==> src/rtl/lcd_seq_pkg.sv <==
`default_nettype none
// ============================================================================
// lcd_seq_pkg : shared types and register map for the LCD SPI sequencer
// Revision    : 1.0
// ============================================================================
package lcd_seq_pkg;

    typedef enum logic [1:0] {
        ST_IDLE  = 2'd0,
        ST_START = 2'd1,
        ST_WAIT  = 2'd2,
        ST_DELAY = 2'd3
    } lcd_seq_state_t;

    // byte_val carries the command/data byte, or the tick count for delays
    typedef struct packed {
        logic       delay;
        logic       dc;
        logic [7:0] byte_val;
    } lcd_seq_entry_t;

    localparam int ENTRY_W = 10;

    localparam logic [1:0] REG_CMD    = 2'd0;
    localparam logic [1:0] REG_DATA   = 2'd1;
    localparam logic [1:0] REG_DELAY  = 2'd2;
    localparam logic [1:0] REG_STATUS = 2'd3;

    localparam int STAT_BUSY      = 0;
    localparam int STAT_FULL      = 1;
    localparam int STAT_EMPTY     = 2;
    localparam int STAT_OVF       = 3;
    localparam int STAT_LEVEL_LSB = 8;

endpackage
`default_nettype wire

==> src/rtl/lcd_spi_sequencer_sync_fifo.sv <==
`default_nettype none
// ============================================================================
// sync_fifo : single-clock FIFO, power-of-two depth, no overflow tracking
// Revision  : 1.0
// ============================================================================
module sync_fifo #(
    parameter int WIDTH = 10,
    parameter int DEPTH = 16
) (
    input  logic                     clk,
    input  logic                     reset,
    input  logic                     push_i,
    input  logic [WIDTH-1:0]         wdata_i,
    input  logic                     pop_i,
    output logic [WIDTH-1:0]         rdata_o,
    output logic                     full_o,
    output logic                     empty_o,
    output logic [$clog2(DEPTH):0]   level_o
);

    localparam int AW = $clog2(DEPTH);

    logic [WIDTH-1:0] mem_q [DEPTH];
    logic [AW-1:0]    wptr_q;
    logic [AW-1:0]    rptr_q;
    logic [AW:0]      count_q;
    logic             w_push;
    logic             w_pop;

    assign full_o  = (count_q == (AW+1)'(DEPTH));
    assign empty_o = (count_q == '0);
    assign level_o = count_q;
    assign rdata_o = mem_q[rptr_q];
    assign w_push  = push_i && !full_o;
    assign w_pop   = pop_i && !empty_o;

    always_ff @(posedge clk) begin
        if (w_push) begin
            mem_q[wptr_q] <= wdata_i;
        end
    end

    // Pointers wrap naturally because DEPTH is a power of two
    always_ff @(posedge clk) begin
        if (reset) begin
            wptr_q  <= '0;
            rptr_q  <= '0;
            count_q <= '0;
        end else begin
            if (w_push) wptr_q <= wptr_q + 1'b1;
            if (w_pop)  rptr_q <= rptr_q + 1'b1;
            case ({w_push, w_pop})
                2'b10:   count_q <= count_q + 1'b1;
                2'b01:   count_q <= count_q - 1'b1;
                default: count_q <= count_q;
            endcase
        end
    end

endmodule
`default_nettype wire

==> src/rtl/lcd_spi_sequencer.sv <==
`default_nettype none
// ============================================================================
// lcd_spi_sequencer : bus-mapped command/data/delay queue feeding the SPI engine
// Revision          : 1.0
// ============================================================================
module lcd_spi_sequencer
    import lcd_seq_pkg::*;
#(
    parameter int DEPTH       = 16,
    parameter int TICK_CYCLES = 1000
) (
    input  logic        clk,
    input  logic        reset,
    input  logic [31:0] address_in,
    input  logic        sel_in,
    input  logic        read_in,
    output logic [31:0] read_value_out,
    input  logic [3:0]  write_mask_in,
    input  logic [31:0] write_value_in,
    output logic        ready_out,
    output logic        spi_start,
    output logic [7:0]  spi_data_out,
    output logic        spi_dc,
    input  logic        spi_busy,
    input  logic        spi_done
);

    localparam int LW = $clog2(DEPTH) + 1;
    localparam int PW = (TICK_CYCLES > 1) ? $clog2(TICK_CYCLES) : 1;
    localparam logic [PW-1:0] PRESC_RELOAD = PW'(TICK_CYCLES - 1);

    lcd_seq_state_t state_q, state_d;
    logic [7:0]     data_q, data_d;
    logic           dc_q, dc_d;
    logic [7:0]     tick_q, tick_d;
    logic [PW-1:0]  presc_q, presc_d;
    logic           ovf_q, ovf_d;

    logic [1:0]     w_reg;
    logic           w_wr;
    logic           w_enq;
    logic           w_ovf_clr;
    logic           w_pop;
    logic           w_full;
    logic           w_empty;
    logic [LW-1:0]  w_level;
    lcd_seq_entry_t w_new;
    lcd_seq_entry_t w_head;
    logic [31:0]    w_status;
    logic           w_unused_bits;

    assign w_reg     = address_in[3:2];
    assign w_wr      = sel_in && (write_mask_in != 4'd0);
    assign w_enq     = w_wr && (w_reg != REG_STATUS);
    assign w_ovf_clr = w_wr && (w_reg == REG_STATUS) && write_value_in[STAT_OVF];

    assign w_new.delay    = (w_reg == REG_DELAY);
    assign w_new.dc       = (w_reg == REG_DATA);
    assign w_new.byte_val = write_value_in[7:0];

    assign w_unused_bits = ^{read_in, address_in[31:4], address_in[1:0], write_value_in[31:8]};

    sync_fifo #(
        .WIDTH (ENTRY_W),
        .DEPTH (DEPTH)
    ) u_fifo (
        .clk     (clk),
        .reset   (reset),
        .push_i  (w_enq),
        .wdata_i (w_new),
        .pop_i   (w_pop),
        .rdata_o (w_head),
        .full_o  (w_full),
        .empty_o (w_empty),
        .level_o (w_level)
    );

    always_comb begin
        state_d = state_q;
        data_d  = data_q;
        dc_d    = dc_q;
        tick_d  = tick_q;
        presc_d = presc_q;
        w_pop   = 1'b0;
        // Fullness is sampled before any same-cycle pop; set beats clear
        ovf_d   = ovf_q;
        if (w_enq && w_full) begin
            ovf_d = 1'b1;
        end else if (w_ovf_clr) begin
            ovf_d = 1'b0;
        end

        case (state_q)
            ST_IDLE: begin
                if (!w_empty && !spi_busy) begin
                    w_pop = 1'b1;
                    if (!w_head.delay) begin
                        data_d  = w_head.byte_val;
                        dc_d    = w_head.dc;
                        state_d = ST_START;
                    end else if (w_head.byte_val != 8'd0) begin
                        tick_d  = w_head.byte_val;
                        presc_d = PRESC_RELOAD;
                        state_d = ST_DELAY;
                    end
                end
            end
            ST_START: state_d = ST_WAIT;
            ST_WAIT: begin
                if (spi_done) state_d = ST_IDLE;
            end
            ST_DELAY: begin
                if (presc_q == '0) begin
                    presc_d = PRESC_RELOAD;
                    tick_d  = tick_q - 1'b1;
                    if (tick_q == 8'd1) state_d = ST_IDLE;
                end else begin
                    presc_d = presc_q - 1'b1;
                end
            end
            default: state_d = ST_IDLE;
        endcase
    end

    always_ff @(posedge clk) begin
        if (reset) begin
            state_q <= ST_IDLE;
            data_q  <= '0;
            dc_q    <= 1'b0;
            tick_q  <= '0;
            presc_q <= '0;
            ovf_q   <= 1'b0;
        end else begin
            state_q <= state_d;
            data_q  <= data_d;
            dc_q    <= dc_d;
            tick_q  <= tick_d;
            presc_q <= presc_d;
            ovf_q   <= ovf_d;
        end
    end

    always_comb begin
        w_status                           = '0;
        w_status[STAT_BUSY]                = !w_empty || (state_q != ST_IDLE);
        w_status[STAT_FULL]                = w_full;
        w_status[STAT_EMPTY]               = w_empty;
        w_status[STAT_OVF]                 = ovf_q;
        w_status[STAT_LEVEL_LSB +: 8]      = 8'(w_level);
    end

    assign read_value_out = (sel_in && (w_reg == REG_STATUS)) ? w_status : 32'd0;
    assign ready_out      = sel_in;
    assign spi_start      = (state_q == ST_START);
    assign spi_data_out   = data_q;
    assign spi_dc         = dc_q;

endmodule
`default_nettype wire

==> config.mk <==
export PLATFORM = sky130hd
export DESIGN_NAME = lcd_spi_sequencer
export DESIGN_NICKNAME = d
export VERILOG_FILES = /design/src/rtl/lcd_seq_pkg.sv /design/src/rtl/lcd_spi_sequencer_sync_fifo.sv /design/src/rtl/lcd_spi_sequencer.sv
export SDC_FILE = /design/constraint.sdc
export NUM_CORES = 1
export LEC_CHECK = 0
export ABC_AREA = 1
export CORE_MARGIN = 5
export CORE_UTILIZATION = 45
export DETAILED_ROUTE_END_ITERATION = 8
export DONT_BUFFER_PORTS = 1
export GPL_ROUTABILITY_DRIVEN = 0
export HOLD_SLACK_MARGIN = 0.15
export PLACE_DENSITY = 0.69
export SYNTH_ARGS = -nofsm -noshare
export SYNTH_HDL_FRONTEND = slang
export SYNTH_SLANG_ARGS = --single-unit
==> constraint.sdc <==
create_clock -name clk -period 2.36 [get_ports clk]
set_clock_uncertainty 0.15 [all_clocks]
set_input_delay 0.236 -clock clk [delete_from_list [all_inputs] [get_ports clk]]
set_output_delay 0.236 -clock clk [all_outputs]
set_load 0.005 [all_outputs]
==> qor.yml <==
status:
  status: "finished clean"
detailed_routing:
  vias_per_cell: 5.16
  first_pass_iters: 5
  vias: 6914
  drt_iter0_drc: 527
  route.detailed.drc: 0
  antenna_left: 0
  drt-wirelength-per-cell_um: 16.9
  totalWireLength_mm: 22.6
finish:
  fin_area_um2: 11300
  multi_input_area_um2: 3070
  final_common_cell: "nand2_1"
  nets: 1138
  layout_common_cells: "163 x nand2_1, 160 x edfxtp_1, 133 x nor2_1, 101 x inv_1, 82 x nand3_1"
  seq_area_um2: 5750
  drive_gt1_frac: 0.151
  area_growth_pct: 19.5
  antenna_cells: 0
  fillCellCount: 1769
pwr:
  power.density_nw_per_um2: 1140
  p_leak_uw: 0.00449
  combPwrFrac: 0.385
  power_frac_seq: 0.350
  p_clk_frac: 0.265
  p_total_uw: 12800
  p_int_uw: 8350
  max-vdd-ir-drop_uv: 476
  power_switching_uw: 4480
  switching_share: 0.349
floorplanning:
  die_x_um: 155
  boundaryPins: 117
  rows: 53
  core_area_um2: 20800
  fp.dieH_um: 155
  start_util: 0.454
  die_area_um2: 24000
hold_path:
  hold_class: "in -> reg"
  holdPathStages: 7
sta:
  tns_ns: 0
  finalHoldViolations: 0
  hold_ws_ns: 0.305
  fmax_mhz: 434
  period_needed_ns: 2.31
  rsz0062_at_grt: "true"
  worstMarginPinSlew_ns: 0.845
  finalSetupViolations: 0
  slew_violations: 0
  fin_crit_sh: 0.977
  relSlewSlack: 0.435
critical_path:
  end_kind: "flip-flop"
  slowest_delay_ns: 0.35
  critPathLaunchType: "flip-flop"
  regToRegSetupSlack_ns: 0.05
  critical_path.max_fanout: 7
  critPathRequiredTime_ns: 2.56
  r2r.worst_path.cells: 16
  crit_slowest_cell: "dfxtp_4"
  cp_cell_sequence: "buf_12 > buf_12 > clkbuf_16 > nor2_4 > nor2_1 > o21ai_1 > nand3_2 > nand3_2 > nand2_2 > nor2_2 > nand2_2 > nor2_4 > nand2_4 > buf_6 > a21oi_2 > nor3_1"
  path_buf_inv: 4
  critPathKind: "reg -> reg"
  path_delay_family: "simple AND/OR/NAND/NOR gates"
  cp.arrival_ns: 2.51
  cp.depth: 16
synthesis:
  yosysSeqAreaShare: 0.608
  netlist_area_um2: 9460
  synth_cell_types: 42
  synth-seq-cells: 207
  avgSynthCellArea_um2: 9.73
  postSynthCellCount: 972
  yosys_warnings: 0
cts:
  clk_latency_ns: 0.50
  cts.htree.levels: 1
  clk_pin_slew_ns: 0.06
  ctsLongestPathBuffers: 3
  tritoncts: "built"
  clock-root-buffer: "clkbuf_16"
  cts_buffers: 21
  clkSinkCount: 207
placement:
  place_area_um2: 10000
  dp_hpwl_mm: 13.5
  portBuffers: 0
global_route:
  grt_pass1_wl_mm: 33.7
  grt_max_degree: 52
  grt_overflow: 0
  grt_pass1_vias: 6373
  grt_usage: 0.176
  grt_antenna_before_repair: 1
run:
  cap_violations: 0
## synthesized netlist by cell type (all sizes together)
cell type,n,share of area
a211oi,1,0.00079
a21oi,38,0.020
a31oi,5,0.0033
buf,56,0.044
clkbuf,9,0.0036
clkinv,3,0.0012
conb,1,0.00040
dfxtp,47,0.10
edfxtp,160,0.51
ha,11,0.015
inv,106,0.043
nand2,175,0.071
nand3,90,0.049
nand4,10,0.0066
nor2,141,0.058
nor3,9,0.0048
nor3b,1,0.00079
nor4,1,0.00066
nor4b,1,0.00093
o211ai,16,0.015
o21a,1,0.00079
o21ai,68,0.036
o21bai,1,0.00079
o221ai,4,0.0037
o22ai,1,0.00066
o31ai,1,0.00079
or2,4,0.0026
or3,1,0.00066
xnor2,1,0.00093
xor2,9,0.0083
## path summary, 6_finish.rpt
path,to,start
max,presc_q[6]$_SDFFE_PP0P_,flip-flop
min,u_fifo.level_o[1]$_SDFFE_PP0P_,write_mask_in[2]
max reg2reg,presc_q[6]$_SDFFE_PP0P_,flip-flop
min reg2reg,spi_data_out[4]$_SDFFE_PP0P_,spi_data_out[4]$_SDFFE_PP0P_
## flip-flops by register name (all words and copies together) (netlist names), named ones only
signal	count
u_fifo.wptr_q	4
spi_dc	1
u_fifo.level_o	5
spi_data_out	8
u_fifo.rptr_q	4
tick_q	8
ovf_q	1
u_fifo.mem_q	160
presc_q	10
state_q	2
## worst min-delay path, delay by kind of cell
kind | cells | cell delay (ns)
and+or+nand+nor | 4 | 0.37
adders and majority gates | 1 | 0.20
AOI/OAI and AO/OA | 1 | 0.07
buffers and inverters | 1 | 0.05
## kinds of logic after synthesis
family                     synth area share
AOI/OAI and AO/OA                    0.0818
xor gates and xnor gates            0.00926
adders and majority gates            0.0146
buffers and inverters                0.0917
DFF                                   0.608
other                              0.000397
and+or+nand+nor                       0.195
## metal layers
layer  wire length, µm  GRT usage  vias up
li1                  -          -     3382
met1              9440      0.237     3235
met2             10900      0.296      248
met3              1730     0.0278       47
met4               557     0.0547        2
met5                 7          0        -
## layout make-up
| type | instances | share of cell area |
|---|---|---|
| Sequential cell | 207 | 0.509 |
| Tap cell | 275 | 0.0305 |
| Inverter | 109 | 0.0373 |
| Timing Repair inverter | 2 | 0.00177 |
| Timing Repair Buffer | 99 | 0.0882 |
| Clock inverter | 12 | 0.0140 |
| Multi-Input combinational cell | 613 | 0.272 |
| Clock buffer | 24 | 0.0475 |
## timing repair
item,4_1_cts,5_1_grt
setup endpoints to repair,6,23
pin swaps,0,12
gates resized for setup,3,51
hold buffers,18,0
setup buffers,0,10
hold endpoints to repair,207,0
cloned,0,7
## power by group through the flow
stage | Clock (µW) | Combinational (µW) | Sequential, µW
floorplan | 0 | 3040 | 4480
global placement | 0 | 4080 | 4550
detailed placement | 0 | 4150 | 4560
CTS | 3450 | 4250 | 4490
global route | 3600 | 5520 | 4540
finish | 3410 | 4940 | 4490
## per-stage QoR
stage / instances / utilization / worst slack [ns]
2_1_floorplan: 994 / - / 0.124
5_1_grt: 1341 / 0.542 / -0.0823
4_1_cts: 1324 / 0.523 / -0.00923
6_report: 1341 / 0.542 / 0.0539
3_3_place_gp: 1270 / 0.480 / 0.0387
3_5_place_dp: 1270 / 0.480 / -0.0180
(Power assumes the default switching activity.)
